<file path="src/rtl/branch_resolve_bht.sv">
// Branch resolve unit with a saturating-counter branch history table.
// Predicts direction at fetch, trains and redirects at execute, keeps branch/miss stats.
module branch_resolve_bht #(
  parameter int XLEN      = 32,
  parameter int BHT_DEPTH = 64,
  parameter int CNT_W     = 2,
  parameter int STAT_W    = 32
) (
  input  logic              clk,
  input  logic              rst_n,
  input  logic [XLEN-1:0]   if_pc,
  output logic              if_pred_taken,
  input  logic              ex_valid,
  input  logic [XLEN-1:0]   ex_pc,
  input  logic [2:0]        ex_branch,
  input  logic              ex_less,
  input  logic              ex_zero,
  input  logic [XLEN-1:0]   ex_imm,
  input  logic [XLEN-1:0]   ex_rs1,
  input  logic              ex_pred_taken,
  input  logic              flush,
  output logic              redirect_valid,
  output logic [XLEN-1:0]   redirect_pc,
  output logic              illegal_br,
  output logic [STAT_W-1:0] br_cnt,
  output logic [STAT_W-1:0] miss_cnt
);

  localparam int IDX = $clog2(BHT_DEPTH);

  typedef logic [CNT_W-1:0]  cnt_t;
  typedef logic [IDX-1:0]    idx_t;
  typedef logic [STAT_W-1:0] stat_t;

  localparam cnt_t CNT_INIT = cnt_t'((1 << (CNT_W - 1)) - 1);
  localparam cnt_t CNT_MAX  = '1;

  typedef enum logic [2:0] {
    BR_NONE = 3'b000,
    BR_JAL  = 3'b001,
    BR_JALR = 3'b010,
    BR_RSVD = 3'b011,
    BR_BEQ  = 3'b100,
    BR_BNE  = 3'b101,
    BR_BLT  = 3'b110,
    BR_BGE  = 3'b111
  } br_e;

  cnt_t            bht [BHT_DEPTH];
  idx_t            if_idx;
  idx_t            ex_idx;
  br_e             br;
  logic            accept;
  logic            is_cond;
  logic            taken;
  logic            mispredict;
  logic            do_redirect;
  logic [XLEN-1:0] target;
  logic [XLEN-1:0] br_target;
  logic [XLEN-1:0] seq_pc;
  logic [XLEN-1:0] jalr_sum;
  logic            unused_if_pc_bits;

  assign if_idx            = if_pc[IDX+1:2];
  assign ex_idx            = ex_pc[IDX+1:2];
  assign unused_if_pc_bits = ^{if_pc[XLEN-1:IDX+2], if_pc[1:0]};

  // Read sees the pre-update counter even when execute trains the same entry.
  assign if_pred_taken = bht[if_idx][CNT_W-1];

  assign br        = br_e'(ex_branch);
  assign accept    = ex_valid & ~flush;
  assign is_cond   = ex_branch[2];
  assign br_target = ex_pc + ex_imm;
  assign seq_pc    = ex_pc + XLEN'(4);
  assign jalr_sum  = ex_rs1 + ex_imm;

  always_comb begin
    // NOTE: every output of this block gets a default first so no path can infer a latch.
    taken       = 1'b0;
    do_redirect = 1'b0;
    target      = br_target;
    case (br)
      BR_JAL:  do_redirect = 1'b1;
      BR_JALR: begin
        do_redirect = 1'b1;
        target      = {jalr_sum[XLEN-1:1], 1'b0};
      end
      BR_BEQ:  taken = ex_zero;
      BR_BNE:  taken = ~ex_zero;
      BR_BLT:  taken = ex_less;
      BR_BGE:  taken = ~ex_less;
      default: ;
    endcase
    mispredict = is_cond & (taken != ex_pred_taken);
    if (mispredict) begin
      do_redirect = 1'b1;
      target      = taken ? br_target : seq_pc;
    end
  end

  // NOTE: state is written with non-blocking assignments so every flop samples pre-edge values.
  always_ff @(posedge clk or negedge rst_n) begin
    if (!rst_n) begin
      redirect_valid <= 1'b0;
      redirect_pc    <= '0;
      illegal_br     <= 1'b0;
      br_cnt         <= '0;
      miss_cnt       <= '0;
    end else begin
      redirect_valid <= accept & do_redirect;
      illegal_br     <= accept & (br == BR_RSVD);
      if (accept && do_redirect) redirect_pc <= target;
      if (accept && is_cond) begin
        if (br_cnt != '1) br_cnt <= br_cnt + stat_t'(1);
        if (mispredict && (miss_cnt != '1)) miss_cnt <= miss_cnt + stat_t'(1);
      end
    end
  end

  // NOTE: the table is flops, not RAM, because every counter must return to weakly not-taken on reset.
  always_ff @(posedge clk or negedge rst_n) begin
    if (!rst_n) begin
      for (int i = 0; i < BHT_DEPTH; i++) bht[i] <= CNT_INIT;
    end else if (accept && is_cond) begin
      if (taken) begin
        if (bht[ex_idx] != CNT_MAX) bht[ex_idx] <= bht[ex_idx] + cnt_t'(1);
      end else begin
        if (bht[ex_idx] != '0) bht[ex_idx] <= bht[ex_idx] - cnt_t'(1);
      end
    end
  end

endmodule

</file>
<file path="config.mk">
export PLATFORM = sky130hd
export DESIGN_NAME = branch_resolve_bht
export DESIGN_NICKNAME = d
export VERILOG_FILES = /design/src/rtl/branch_resolve_bht.sv
export SDC_FILE = /design/constraint.sdc
export NUM_CORES = 1
export LEC_CHECK = 0
export CORE_ASPECT_RATIO = 1.1
export CORE_UTILIZATION = 35
export DETAILED_ROUTE_END_ITERATION = 10
export HOLD_SLACK_MARGIN = 0.03
export SLEW_MARGIN = 20
export SYNTH_ARGS = -nofsm -noshare
export SYNTH_HDL_FRONTEND = slang
export SYNTH_SLANG_ARGS = --single-unit
</file>
<file path="constraint.sdc">
create_clock -name clk -period 8.4 [get_ports clk]
set_input_delay 1.68 -clock clk [delete_from_list [all_inputs] [get_ports clk]]
set_output_delay 1.68 -clock clk [all_outputs]
set_load 0.02 [all_outputs]
</file>
==> out/metrics.cfg <==
[outcome]
status=complete, no violations

[critical_path]
crit_path_frequent_cell=nand2_1
critPathBufInv=2
cp_slowest_stage_delay_ps=970
arrival_ps=7020
worstSetupPathType=in -> reg
reg2regPathDepth=12
worstPathRequired_ps=8850
cp_max_fo=18
cp_num_cells=15
crit_family=simple AND/OR/NAND/NOR gates
critPathCaptureType=flop
cpMaxStageDelayCell=clkdlybuf4s50_1
crit_chain=clkdlybuf4s50_1 > nor2_1 > nand2_1 > o22ai_1 > or4_1 > a22oi_1 > and3_1 > nand4_1 > buf_4 > ha_1 > mux2i_1 > nand2_1 > nor2_1 > nand2_1 > mux2_2
crit_path_start_kind=input port

[clock_network]
post_cts_buffers=0
cts-root-buf=clkbuf_16
h-tree-depth=1
cts_buffer_depth=3
clk_pin_slew_ps=60
cts_inserted_buffers=27
postCtsHoldBufs=0
clock_sinks=226
cts-resized-gates=0
cts_tree=built
clkLatencyLatePin_ps=560

[global_routing]
use_met3=0.03488
grt_max_degree=91
grt_pass1_vias=12950
grtUsageMet1=0.2896
grt_usage=0.2202
grt_pass1_wl_um=74030
antenna_found_initial=2
grt.busiest_layer=met2
grt_remaining_overflow=0
use_met2=0.3607

[logic_synthesis]
synth_cell_types=77
syn-mean-instance-area_um2=9.624
syn-num-nets=1757
ys.flop_type=dfrtp_1
synth_area_um2=14930
synth_edf_count=0
yosysSeqAreaShare=0.3842
synth_seq_cells=226
ys_warn_count=0
synth_cells=1551
async_flop_share=1.000

[timing]
period_needed_ps=6578
maxSlewHeadroom=0.2832
hold_viol_final=0
rsz0062_at_grt=false
worst-slew-pin-transition_ps=1071
finalSetupViolations=0
max_freq_mhz=152.0
finalCritPeriodShare=0.7831
fin_setup_tns_ps=0
drv_slew=0
skew_ps=41.08

[place]
dpl-instance-area_um2=17590
io_buffers=210
hpwl_um=35740
globalplace.congestion=0.9380

[cells_and_area]
final_cell_mix=clkdlybuf4s50_1, nand2_1, dfrtp_1
syn_to_final_growth_pct=24.14
drive_above_1_share=0.1515
num-fill-cells=3996
final_area_um2=18530
final_nets=1942
layout_commonest_cell=clkdlybuf4s50_1

[floorplanning]
die_y_um=218.6
core.rowCount=78
start_util=0.3582
pin_count=237
die_w_um=198.9
die_area_um2=43480
core_area_um2=41670

[flow_run]
maxCapViolCount=0

[min_path]
holdPathStages=2
hold_path.class=reg -> reg

[route]
routed-via-count=13170
routed_via_density=5.684
drtIter0Drc=1014
post-route-drc-count=0
wl_per_cell_um=21.02
wirelength_um=48690
antenna_left=0
dr.pass1.iters=5

[power_and_ir_drop]
leakagePower_nw=7.696
vdd_drop_max_mv=0.09868
power.density_nw_per_um2=187.2

-- metrics by stage --
step                hold slack, ps    util  total power, mW  setup WS [ps]  instances
floorplan                    457.9       -            1.822           2804       1551
global placement             464.1  0.4220            2.224           1510       2267
detailed placement           469.2  0.4220            2.239           1460       2267
CTS                          479.9  0.4446            3.498           1952       2316
global route                 495.5  0.4446            3.634           1648       2316
finish                       475.5  0.4447            3.469           1822       2317
-- synth_stat cells (all sizes together) (5+ instances only) --
cell type / n / area [µm²]
nand3: 46 / 230.2
a22o: 5 / 43.79
inv: 25 / 93.84
xnor2: 91 / 797.0
nor2b: 10 / 62.56
ha: 66 / 825.8
mux2: 103 / 1160
and4: 11 / 96.34
dfrtp: 162 / 4054
and2: 14 / 87.58
o22ai: 41 / 256.5
o21bai: 12 / 90.09
nor3b: 8 / 60.06
a31oi: 9 / 56.30
mux2i: 9 / 90.09
a211oi: 13 / 97.59
clkbuf: 55 / 211.5
or4: 5 / 37.54
a21o: 25 / 187.7
a21oi: 63 / 315.3
nand2: 202 / 758.2
a222oi: 6 / 60.06
and3: 18 / 112.6
a22oi: 34 / 255.2
nand4: 47 / 294.0
dfstp: 64 / 1682
o221ai: 5 / 43.79
xor2: 57 / 499.2
nor3: 28 / 140.1
a21boi: 5 / 37.54
nand2b: 9 / 56.30
o21ai: 89 / 445.4
nor2: 93 / 349.1
buf: 14 / 93.83
o41ai: 7 / 68.82
mux4: 21 / 473.0
o21a: 9 / 67.56
a221oi: 12 / 105.1
-- cells by family after synthesis --
| kind of cell | Yosys count | share of synthesized area |
|---|---|---|
| compound gates | 368 | 0.1632 |
| xor+xnor | 148 | 0.08684 |
| fa+ha+maj | 68 | 0.05801 |
| buf+inv | 95 | 0.02699 |
| flops | 226 | 0.3842 |
| mux | 133 | 0.1154 |
| simple gates | 513 | 0.1653 |
-- worst register-to-register path: cells and delay by family (launching register included) --
kind / cells / cell delay (ps)
AND/OR/NAND/NOR: 6 / 2270
buffers and inverters: 1 / 250
flip-flops: 1 / 530
multiplexers: 2 / 550
AO/OA/AOI/OAI: 2 / 370
adder cells (fa/ha/maj): 1 / 210
-- worst paths after layout --
kind | to | start | slack [ps]
setup / recovery | bht[73] | ex_pc[2] | 1820
hold / removal | flop | flop | 480
setup reg to reg | bht[73] | flop | 4100
hold reg to reg | flop | flop | 480
max in group asynchronous | bht[61] | rst_n | 5840
min in group asynchronous | bht[87] | rst_n | 1130
-- layout make-up --
class / count / area, µm² / area share
Antenna cell: 1 / 2.502 / 0.0001350
Tap cell: 560 / 700.7 / 0.03781
Sequential cell: 226 / 5736 / 0.3095
Clock inverter: 15 / 188.9 / 0.01020
Clock buffer: 34 / 752.0 / 0.04058
Inverter: 26 / 97.59 / 0.005267
Timing Repair Buffer: 225 / 2220 / 0.1198
Multi-Input combinational cell: 1230 / 8833 / 0.4767
-- layer usage --
metal  part of all wire  wire (µm)
met1               0.43      20850
met4              0.035       1725
met2               0.47      22740
met5            0.00023         11
met3              0.069       3370
-- power by group --
| group | internal, mW | total (mW) | switching (mW) |
|---|---|---|---|
| Combinational | 0.403 | 0.945 | 0.542 |
| Sequential | 1.20 | 1.28 | 0.0793 |
| Clock | 0.756 | 1.24 | 0.488 |
| Total | 2.36 | 3.47 | 1.11 |
Note: power is estimated with default switching activity, not from simulation.
